===== src/rtl/moore_seq_det.sv =====
// moore_seq_det: parametrised Moore sequence detector.
//
// Recognises the serial pattern PATTERN (PATTERN[PAT_W-1] received first) on I.
// The state register holds the length of the longest pattern prefix that is a
// suffix of the consumed bits (0..PAT_W). Transitions follow the KMP step, which
// is computed at elaboration from the constant pattern, so no input history
// register is kept. OVERLAP selects whether a completed match may seed the next.
//
// Optional feature macro: MOORE_SEQ_DET_HITCNT_EN
//   defined     - saturating hit counter with synchronous CLR and CNT_SAT flag.
//   not defined - HIT_CNT and CNT_SAT tied to 0, CLR ignored.
//
// Ports:
//   CLK      in   clock, rising edge
//   RST      in   asynchronous active-high reset
//   EN       in   sample enable, I consumed only when EN=1
//   I        in   serial data bit
//   CLR      in   synchronous hit-counter clear (priority over increment)
//   Q        out  current state = matched prefix length
//   Y        out  Moore detect flag, (Q == PAT_W)
//   HIT_CNT  out  saturating count of detections
//   CNT_SAT  out  high while HIT_CNT is all ones

module moore_seq_det #(
    parameter int unsigned        PAT_W   = 4,
    parameter logic [PAT_W-1:0]   PATTERN = 4'b1011,
    parameter bit                 OVERLAP = 1'b1,
    parameter int unsigned        CNT_W   = 8,
    parameter int unsigned        STATE_W = $clog2(PAT_W + 1)
) (
    input  logic               CLK,
    input  logic               RST,
    input  logic               EN,
    input  logic               I,
    input  logic               CLR,
    output logic [STATE_W-1:0] Q,
    output logic               Y,
    output logic [CNT_W-1:0]   HIT_CNT,
    output logic               CNT_SAT
);

    localparam logic [STATE_W-1:0] FULL = STATE_W'(PAT_W);

    // Pattern bit in reception order: idx 0 is the first bit received.
    function automatic logic pat_bit(input int unsigned idx);
        logic [PAT_W-1:0] sh;
        sh = PATTERN >> (PAT_W - 1 - idx);
        return sh[0];
    endfunction

    // Longest j such that the first j pattern bits equal the last j bits of
    // (first k pattern bits, then b). From the full state without overlap the
    // machine restarts as if from state 0.
    function automatic logic [STATE_W-1:0] kmp_next(input int unsigned k, input logic b);
        int unsigned base;
        int unsigned best;
        int unsigned m;
        logic        ok;
        logic        sb;
        base = (k == PAT_W && !OVERLAP) ? 32'd0 : k;
        best = 0;
        for (int unsigned j = 1; j <= PAT_W; j++) begin
            if (j <= base + 1) begin
                ok = 1'b1;
                for (int unsigned n = 0; n < PAT_W; n++) begin
                    if (n < j) begin
                        m  = base + 1 - j + n;
                        sb = (m < base) ? pat_bit(m) : b;
                        if (sb != pat_bit(n)) begin
                            ok = 1'b0;
                        end
                    end
                end
                if (ok) begin
                    best = j;
                end
            end
        end
        return STATE_W'(best);
    endfunction

    // Transition table, constant after elaboration.
    logic [STATE_W-1:0] nxt_on0 [PAT_W+1];
    logic [STATE_W-1:0] nxt_on1 [PAT_W+1];

    for (genvar k = 0; k <= PAT_W; k++) begin : g_next
        assign nxt_on0[k] = kmp_next(k, 1'b0);
        assign nxt_on1[k] = kmp_next(k, 1'b1);
    end

    logic [STATE_W-1:0] state_q;
    logic [STATE_W-1:0] state_nxt;

    always_comb begin
        state_nxt = I ? nxt_on1[state_q] : nxt_on0[state_q];
    end

    always_ff @(posedge CLK or posedge RST) begin
        if (RST) begin
            state_q <= '0;
        end else if (EN) begin
            state_q <= state_nxt;
        end
    end

    assign Q = state_q;
    // Decoded from the state register only; never combinational on I or EN.
    assign Y = (state_q == FULL);

`ifdef MOORE_SEQ_DET_HITCNT_EN
    logic [CNT_W-1:0] cnt_q;
    logic             hit;
    logic             cnt_full;

    assign hit      = EN && (state_nxt == FULL);
    assign cnt_full = (cnt_q == {CNT_W{1'b1}});

    always_ff @(posedge CLK or posedge RST) begin
        if (RST) begin
            cnt_q <= '0;
        end else if (CLR) begin
            cnt_q <= '0;
        end else if (hit && !cnt_full) begin
            cnt_q <= cnt_q + 1'b1;
        end
    end

    assign HIT_CNT = cnt_q;
    assign CNT_SAT = cnt_full;
`else
    logic unused_clr;

    assign unused_clr = CLR;
    assign HIT_CNT    = '0;
    assign CNT_SAT    = 1'b0;
`endif

endmodule


===== config.mk =====
export PLATFORM = sky130hd
export DESIGN_NAME = moore_seq_det
export DESIGN_NICKNAME = d
export VERILOG_FILES = /design/src/rtl/moore_seq_det.sv
export SDC_FILE = /design/constraint.sdc
export NUM_CORES = 1
export LEC_CHECK = 0
export BUFFER_PORTS_ARGS = -buffer_cell sky130_fd_sc_hd__buf_2
export CORE_AREA = 3 3 40 42
export DETAILED_ROUTE_END_ITERATION = 8
export DIE_AREA = 0 0 43 45
export GPL_TIMING_DRIVEN = 0
export PLACE_DENSITY_LB_ADDON = 0.1
export SYNTH_ARGS = -nofsm -noshare
export SYNTH_HDL_FRONTEND = slang
export SYNTH_SLANG_ARGS = --single-unit

===== constraint.sdc =====
create_clock -name CLK -period 1.2 [get_ports CLK]
set_clock_uncertainty 0.15 [all_clocks]
set_input_delay 0.12 -clock CLK [delete_from_list [all_inputs] [get_ports CLK]]
set_output_delay 0.12 -clock CLK [all_outputs]
set_load 0.02 [all_outputs]

==> results of run 1 <==
-- power groups by stage --
stage / logic (mW) / clock network [mW] / registers [mW]
3_5_place_dp: 0.111 / 0 / 0.129
6_report: 0.134 / 0.172 / 0.125
5_1_grt: 0.146 / 0.184 / 0.127
4_1_cts: 0.129 / 0.183 / 0.124
2_1_floorplan: 0.0716 / 0 / 0.141
3_3_place_gp: 0.109 / 0 / 0.129
-- worst reg2reg max path, stage by stage (launching register included) --
cell and delay, ns:
sky130_fd_sc_hd__dfrtp_1 0.39, sky130_fd_sc_hd__buf_4 0.15, sky130_fd_sc_hd__nand2b_1 0.14, sky130_fd_sc_hd__o21ai_0 0.14
sky130_fd_sc_hd__a21o_1 0.13
-- layout by cell type (no fill, tap or decap) --
master,instances
sky130_fd_sc_hd__a211oi_2,1
sky130_fd_sc_hd__a21o_1,1
sky130_fd_sc_hd__buf_2,4
sky130_fd_sc_hd__buf_4,15
sky130_fd_sc_hd__clkbuf_1,1
sky130_fd_sc_hd__clkbuf_4,3
sky130_fd_sc_hd__conb_1,9
sky130_fd_sc_hd__dfrtp_1,2
sky130_fd_sc_hd__dfrtp_2,1
sky130_fd_sc_hd__dlygate4sd3_1,1
sky130_fd_sc_hd__inv_1,2
sky130_fd_sc_hd__inv_2,2
sky130_fd_sc_hd__nand2_1,1
sky130_fd_sc_hd__nand2b_1,1
sky130_fd_sc_hd__nand3_1,1
sky130_fd_sc_hd__nor3_2,1
sky130_fd_sc_hd__o211ai_1,1
sky130_fd_sc_hd__o21ai_0,1
sky130_fd_sc_hd__o21ai_1,1
sky130_fd_sc_hd__o22ai_1,1
-- per-layer routing --
layer | global-route usage (%) | share of wire (%)
met5 | 0 | 0
met1 | 5.83 | 38
met4 | 7.23 | 0
met3 | 2.39 | 11
met2 | 11.1 | 50
-- cell type report --
| class | instances | area, um^2 |
|---|---|---|
| plain buffers | 9 | 67.6 |
| well taps | 15 | 18.8 |
| fillers | 146 | 903 |
| flip-flops and latches | 3 | 76.3 |
| inverters | 4 | 15.0 |
| multi-input cells | 19 | 103 |
| clock buffers | 4 | 26.3 |
| repair buffers | 11 | 75.1 |
-- cell families after synthesis --
| group | Yosys count |
|---|---|
| flip-flops | 3 |
| AND/OR/NAND/NOR | 4 |
| other | 1 |
| AO/OA/AOI/OAI | 6 |
| buffers and inverters | 13 |
-- metrics by stage --
stage	hold slack [ns]	power, mW
floorplan	-0.276	0.212
global placement	-0.166	0.238
global route	0.0352	0.457
detailed placement	-0.164	0.240
finish	0.0131	0.431
CTS	0.0181	0.436
-- worst max-delay path by stage --
stage / from / endpoint / slack (ns) / cells past startpoint
after detailed placement: Q[0]$_DFFE_PP0P_ / Q[0]$_DFFE_PP0P_ / 0.10 / 3
after CTS: Q[0]$_DFFE_PP0P_ / Y / -0.05 / 2
after global placement: Q[0]$_DFFE_PP0P_ / Q[0]$_DFFE_PP0P_ / 0.15 / 3
after global routing: Q[2]$_DFFE_PP0P_ / Y / -0.07 / 3
final: Q[0]$_DFFE_PP0P_ / Y / -0.03 / 2
after floorplan: Q[2]$_DFFE_PP0P_ / Y / 0.02 / 2
-- repair_timing --
| item | in CTS | in global routing |
|---|---|---|
| hold buffers | 1 | 0 |
| buffers inserted | 2 | 1 |
| hold endpoints to repair | 3 | 0 |
| resized for setup | 3 | 3 |
| pin swaps | 1 | 0 |
| endpoints found under the setup margin | 1 | 5 |
==> flow_results.xml, run 1 <==
<?xml version="1.0" encoding="UTF-8"?>
<metrics>
  <group name="synthesis">
    <metric name="synthesis.yosys.warnings" unit="">0</metric>
    <metric name="fraction_of_the_yosys_area_taken_by_sequential_cells" unit="%">33.3</metric>
    <metric name="post_synth_xor_area_fraction" unit="%">0</metric>
    <metric name="synthDistinctLibCells" unit="">14</metric>
    <metric name="synth-seq-cells" unit="">3</metric>
    <metric name="yosysMostFrequentCell" unit="">sky130_fd_sc_hd__buf_4</metric>
    <metric name="synth_compound_area_share" unit="%">19.4</metric>
    <metric name="yosys_most_used_dff" unit="">sky130_fd_sc_hd__dfrtp_1</metric>
    <metric name="synthAdderAreaFrac" unit="%">0</metric>
    <metric name="synth.avg_cell_area" unit="um^2">8.34</metric>
    <metric name="post-synth-top-area-fraction" unit="%">33.3</metric>
    <metric name="synthTopCellsByArea" unit="">sky130_fd_sc_hd__dfrtp_1 33%, sky130_fd_sc_hd__buf_4 30%, sky130_fd_sc_hd__a211oi_2 5.6%</metric>
    <metric name="syn_area" unit="um^2">225</metric>
    <metric name="synth-simple-area-share" unit="%">8.89</metric>
    <metric name="async_flop_share" unit="%">100</metric>
    <metric name="yosys-top-cells-count" unit="">9 x sky130_fd_sc_hd__buf_4, 3 x sky130_fd_sc_hd__dfrtp_1, 3 x sky130_fd_sc_hd__inv_1, 2 x sky130_fd_sc_hd__o21ai_0</metric>
    <metric name="synthDominantAreaCellType" unit="">sky130_fd_sc_hd__dfrtp_1</metric>
    <metric name="postSynthCellCount" unit="">27</metric>
    <metric name="synth_edf_count" unit="">0</metric>
    <metric name="dominant_combinational_cell_family_by_area_after_synthesis" unit="">buffers and inverters</metric>
    <metric name="synthMuxAreaShare" unit="%">0</metric>
  </group>
  <group name="critical_path">
    <metric name="ff2ff_setup_slack" unit="ns">0.03</metric>
    <metric name="critical_path.reg2reg.startpoint" unit="">Q[2]$_DFFE_PP0P_</metric>
    <metric name="crit_fanout" unit="">3</metric>
    <metric name="timing.critical_path.slowest_cell_delay" unit="ns">0.41</metric>
    <metric name="worstSetupEndpointType" unit="">primary output</metric>
    <metric name="critical_path.startpoint_type" unit="">flip-flop</metric>
    <metric name="crit_chain" unit="">nor3_2 &gt; buf_4</metric>
    <metric name="critPathArrivalTime" unit="ns">0.96</metric>
    <metric name="path_buf_inv" unit="">1</metric>
    <metric name="slowest_stage" unit="">sky130_fd_sc_hd__dfrtp_2</metric>
    <metric name="worst_r2r_path_depth" unit="">4</metric>
    <metric name="timing.critical_path.required" unit="ns">0.93</metric>
    <metric name="cp_top_delay_family" unit="">flip-flops</metric>
    <metric name="worst_r2r_endpoint" unit="">Q[1]$_DFFE_PP0P_</metric>
    <metric name="critical_path_class" unit="">reg -&gt; out</metric>
  </group>
  <group name="place">
    <metric name="dp.cells" unit="">57</metric>
    <metric name="port_buffers" unit="">7</metric>
    <metric name="gp_congestion" unit="">0.644</metric>
    <metric name="placed_area" unit="um^2">314</metric>
    <metric name="detailedPlace.worstSlack" unit="ns">0.104</metric>
  </group>
  <group name="clock_network">
    <metric name="cts_sinks" unit="">3</metric>
    <metric name="cts_root_buf" unit="">sky130_fd_sc_hd__clkbuf_4</metric>
    <metric name="max-clock-path-buffers" unit="">2</metric>
    <metric name="clk_transition_reported_paths" unit="ns">0.03</metric>
    <metric name="tritoncts" unit="">built</metric>
    <metric name="insertion_delay" unit="ns">0.23</metric>
    <metric name="numCtsBuffers" unit="">3</metric>
    <metric name="ctsHtreeMaxLevel" unit="">1</metric>
  </group>
  <group name="final_layout">
    <metric name="nets" unit="">56</metric>
    <metric name="design_area" unit="um^2">382</metric>
    <metric name="drive_gt1_share" unit="%">54.0</metric>
    <metric name="non_filler_instance_count_after_layout" unit="">65</metric>
    <metric name="area_growth_syn_to_layout" unit="%">69.4</metric>
    <metric name="antenna_cells_inserted" unit="">0</metric>
    <metric name="largest_register_ff_count" unit="">3</metric>
    <metric name="layout.core_utilization" unit="%">29.7</metric>
  </group>
  <group name="floorplanning">
    <metric name="die-height" unit="um">45</metric>
    <metric name="std_cell_rows" unit="">13</metric>
    <metric name="initial_core_util" unit="%">17.5</metric>
    <metric name="floorplan.core_area" unit="mm^2">0.00128</metric>
    <metric name="io_pins" unit="">18</metric>
    <metric name="die_area" unit="mm^2">0.00194</metric>
    <metric name="die_width" unit="um">43</metric>
  </group>
  <group name="drt">
    <metric name="via_count" unit="">222</metric>
    <metric name="detail_route.wirelength" unit="um">539</metric>
    <metric name="vias_per_cell" unit="">3.42</metric>
    <metric name="post-route-drc-count" unit="">0</metric>
    <metric name="route.antenna.remaining_nets" unit="">0</metric>
    <metric name="drtPass1Iterations" unit="">2</metric>
    <metric name="drt_first_iter_violations" unit="">1</metric>
    <metric name="wire_per_inst" unit="um">8.29</metric>
  </group>
  <group name="grt">
    <metric name="number_of_antenna_violations_at_the_first_check_in_global_routing" unit="">0</metric>
    <metric name="grt_pass1_wl" unit="um">890</metric>
    <metric name="grt_pass1_vias" unit="">216</metric>
    <metric name="grt_start_max_net_pins" unit="">7</metric>
    <metric name="global_route.overflow_total" unit="">0</metric>
    <metric name="gr-usage-all-layers" unit="%">6.59</metric>
  </group>
  <group name="worst_hold_path">
    <metric name="worst_hold_path_type" unit="">in -&gt; reg</metric>
    <metric name="min_from" unit="">EN</metric>
    <metric name="worstHoldPathCells" unit="">2</metric>
    <metric name="hold_critical_path_endpoint" unit="">Q[0]$_DFFE_PP0P_</metric>
  </group>
  <group name="sta">
    <metric name="rsz0062_at_grt" unit="">true</metric>
    <metric name="timing.fmax" unit="GHz">0.814</metric>
    <metric name="postLayoutSetupSlackWorst" unit="ns">-0.0281</metric>
    <metric name="setup-tns-final" unit="ns">-0.0342</metric>
    <metric name="timing.final.max_slew_violations" unit="">0</metric>
    <metric name="post-route-period-util" unit="%">102</metric>
    <metric name="final.min_clock_period" unit="ns">1.23</metric>
    <metric name="report.final.hold_viol_count" unit="">0</metric>
    <metric name="setup_viol" unit="">2</metric>
  </group>
  <group name="run_status">
    <metric name="status" unit="">complete, but fails checks</metric>
    <metric name="violations" unit="">negative setup slack</metric>
  </group>
  <group name="power">
    <metric name="power_switching" unit="uW">135</metric>
    <metric name="clock_power_share" unit="%">40.0</metric>
    <metric name="max-vdd-ir-drop" unit="V">0.000362</metric>
    <metric name="p_int" unit="uW">296</metric>
    <metric name="power_frac_seq" unit="%">29.0</metric>
    <metric name="combinationalPowerShare" unit="%">31.0</metric>
    <metric name="power.density" unit="mW/mm^2">1130</metric>
    <metric name="switching_share" unit="%">31.3</metric>
    <metric name="cellLeakagePower" unit="nW">0.218</metric>
  </group>
  <group name="flow_run">
    <metric name="maxCapViolCount" unit="">0</metric>
  </group>
</metrics>
Power figures use the tool's default switching activity.
==> run 2: changes to the inputs <==
- BUFFER_PORTS_ARGS: -buffer_cell sky130_fd_sc_hd__buf_2 -> -buffer_cell sky130_fd_sc_hd__buf_4
==> flow_results.xml, run 2 (synthesis gave the netlist of run 1 again) <==
<?xml version="1.0" encoding="UTF-8"?>
<metrics>
  <group name="clock_network">
    <metric name="clk_transition_reported_paths" unit="ns">0.03</metric>
    <metric name="cts_sinks" unit="">3</metric>
    <metric name="cts_root_buf" unit="">sky130_fd_sc_hd__clkbuf_4</metric>
    <metric name="ctsHtreeMaxLevel" unit="">1</metric>
    <metric name="insertion_delay" unit="ns">0.23</metric>
    <metric name="max-clock-path-buffers" unit="">2</metric>
    <metric name="numCtsBuffers" unit="">3</metric>
    <metric name="tritoncts" unit="">built</metric>
  </group>
  <group name="power">
    <metric name="clock_power_share" unit="%">39.2</metric>
    <metric name="power_frac_seq" unit="%">28.2</metric>
    <metric name="total_power" unit="uW">444</metric>
    <metric name="power.density" unit="mW/mm^2">1110</metric>
    <metric name="combinationalPowerShare" unit="%">32.6</metric>
    <metric name="p_int" unit="uW">306</metric>
    <metric name="cellLeakagePower" unit="nW">0.226</metric>
    <metric name="max-vdd-ir-drop" unit="V">0.000542</metric>
    <metric name="switching_share" unit="%">31.2</metric>
    <metric name="power_switching" unit="uW">138</metric>
  </group>
  <group name="final_layout">
    <metric name="drive_gt1_share" unit="%">52.9</metric>
    <metric name="layout.core_utilization" unit="%">31.3</metric>
    <metric name="final_cell_mix" unit="">19 x sky130_fd_sc_hd__buf_4, 9 x sky130_fd_sc_hd__conb_1, 3 x sky130_fd_sc_hd__clkbuf_4</metric>
    <metric name="nets" unit="">57</metric>
    <metric name="layout_commonest_cell" unit="">sky130_fd_sc_hd__buf_4</metric>
    <metric name="antenna_cells_inserted" unit="">0</metric>
    <metric name="non_filler_instance_count_after_layout" unit="">66</metric>
    <metric name="largest_register_ff_count" unit="">3</metric>
    <metric name="area_growth_syn_to_layout" unit="%">78.3</metric>
  </group>
  <group name="critical_path">
    <metric name="worstSetupEndpointType" unit="">primary output</metric>
    <metric name="crit_fanout" unit="">2</metric>
    <metric name="critical_path_launch_point" unit="">Q[2]$_DFFE_PP0P_</metric>
    <metric name="crit_chain" unit="">inv_2 &gt; nor3_2 &gt; buf_4</metric>
    <metric name="timing.critical_path.slowest_cell_delay" unit="ns">0.37</metric>
    <metric name="critical_path.startpoint_type" unit="">flip-flop</metric>
    <metric name="path_buf_inv" unit="">2</metric>
    <metric name="critical_path.reg2reg.startpoint" unit="">Q[2]$_DFFE_PP0P_</metric>
    <metric name="critical_path_class" unit="">reg -&gt; out</metric>
    <metric name="slowest_stage" unit="">sky130_fd_sc_hd__dfrtp_1</metric>
    <metric name="cp_top_delay_family" unit="">flip-flops</metric>
    <metric name="timing.critical_path.required" unit="ns">0.93</metric>
    <metric name="critPathArrivalTime" unit="ns">0.95</metric>
  </group>
  <group name="sta">
    <metric name="report.final.hold_viol_count" unit="">0</metric>
    <metric name="timing.fmax" unit="GHz">0.819</metric>
    <metric name="post-route-period-util" unit="%">102</metric>
    <metric name="setup_viol" unit="">1</metric>
    <metric name="postLayoutSetupSlackWorst" unit="ns">-0.0209</metric>
    <metric name="timing.final.max_slew_violations" unit="">0</metric>
    <metric name="final.min_clock_period" unit="ns">1.22</metric>
    <metric name="setup-tns-final" unit="ns">-0.0209</metric>
    <metric name="rsz0062_at_grt" unit="">true</metric>
  </group>
  <group name="drt">
    <metric name="via_count" unit="">232</metric>
    <metric name="drt_first_iter_violations" unit="">6</metric>
    <metric name="post-route-drc-count" unit="">0</metric>
    <metric name="vias_per_cell" unit="">3.52</metric>
    <metric name="wire_per_inst" unit="um">7.92</metric>
    <metric name="drtPass1Iterations" unit="">4</metric>
    <metric name="route.antenna.remaining_nets" unit="">0</metric>
    <metric name="detail_route.wirelength" unit="um">523</metric>
  </group>
  <group name="grt">
    <metric name="gr-usage-all-layers" unit="%">6.51</metric>
    <metric name="grt_pass1_vias" unit="">228</metric>
    <metric name="grt_start_max_net_pins" unit="">7</metric>
    <metric name="global_route.overflow_total" unit="">0</metric>
    <metric name="grt_pass1_wl" unit="um">876</metric>
    <metric name="number_of_antenna_violations_at_the_first_check_in_global_routing" unit="">0</metric>
  </group>
  <group name="worst_hold_path">
    <metric name="worst_hold_path_type" unit="">in -&gt; reg</metric>
    <metric name="min_from" unit="">I</metric>
  </group>
  <group name="flow_run">
    <metric name="maxCapViolCount" unit="">0</metric>
  </group>
  <group name="run_status">
    <metric name="status" unit="">complete, but fails checks</metric>
    <metric name="violations" unit="">negative setup slack</metric>
  </group>
  <group name="floorplanning">
    <metric name="io_pins" unit="">18</metric>
    <metric name="die_width" unit="um">43</metric>
    <metric name="die-height" unit="um">45</metric>
    <metric name="floorplan.core_area" unit="mm^2">0.00128</metric>
    <metric name="die_area" unit="mm^2">0.00194</metric>
    <metric name="std_cell_rows" unit="">13</metric>
    <metric name="initial_core_util" unit="%">17.5</metric>
  </group>
  <group name="place">
    <metric name="detailedPlace.worstSlack" unit="ns">0.122</metric>
    <metric name="port_buffers" unit="">7</metric>
    <metric name="gp_congestion" unit="">0.642</metric>
    <metric name="dp.cells" unit="">57</metric>
  </group>
</metrics>
==> run 2: metal layers <==
| layer | global-route usage (%) | vias to the layer above | part of all wire (%) |
|---|---|---|---|
| li1 | - | 117 | - |
| met1 | 5.83 | 103 | 38 |
| met2 | 10.8 | 12 | 49 |
| met3 | 3.59 | 0 | 13 |
| met4 | 5.42 | 0 | 0 |
| met5 | 0 | - | 0 |
==> run 2: repair_timing <==
item,in CTS,in global routing
pin swaps,0,1
endpoints found under the setup margin,1,4
setup buffers,3,1
hold endpoints to repair,5,0
gates resized for setup,2,1
hold buffers,2,0
==> run 2: metrics by stage <==
stage,instance area (um^2),hold slack [ns]
6_report,402,0.0586
5_1_grt,402,0.0642
4_1_cts,402,0.0500
3_5_place_dp,332,-0.151
3_3_place_gp,332,-0.155
2_1_floorplan,260,-0.276
==> run 2: power groups by stage <==
stage	registers [mW]	logic, mW	clock network [mW]
floorplan	0.141	0.0716	0
finish	0.125	0.145	0.174
detailed placement	0.130	0.119	0
global route	0.127	0.157	0.196
CTS	0.125	0.143	0.183
global placement	0.129	0.119	0
==> run 2: cell type report <==
class | count | area, um^2
plain buffers | 9 | 67.6
clock buffers | 4 | 26.3
fillers | 134 | 883
inverters | 4 | 15.0
multi-input cells | 19 | 103
flip-flops and latches | 3 | 76.3
well taps | 15 | 18.8
repair buffers | 12 | 95.1
==> run 2: worst register-to-register path: stages, from the launching register on <==
cell	delay, ns
sky130_fd_sc_hd__dfrtp_1	0.39
sky130_fd_sc_hd__buf_4	0.15
sky130_fd_sc_hd__nand2b_1	0.15
sky130_fd_sc_hd__o21ai_1	0.12
sky130_fd_sc_hd__a21o_1	0.12
==> run 2: final timing paths <==
kind                                         end  slack [ns]  depth (start not counted)
worst max-delay path                           Y       -0.02                          3
worst min-delay path            Q[0]$_DFFE_PP0P_        0.06                          3
worst max register to register  Q[1]$_DFFE_PP0P_        0.06                          4
worst min register to register  Q[1]$_DFFE_PP0P_        0.46                          2
max in group asynchronous       Q[0]$_DFFE_PP0P_        0.60                          3
min in group asynchronous       Q[1]$_DFFE_PP0P_        0.16                          3
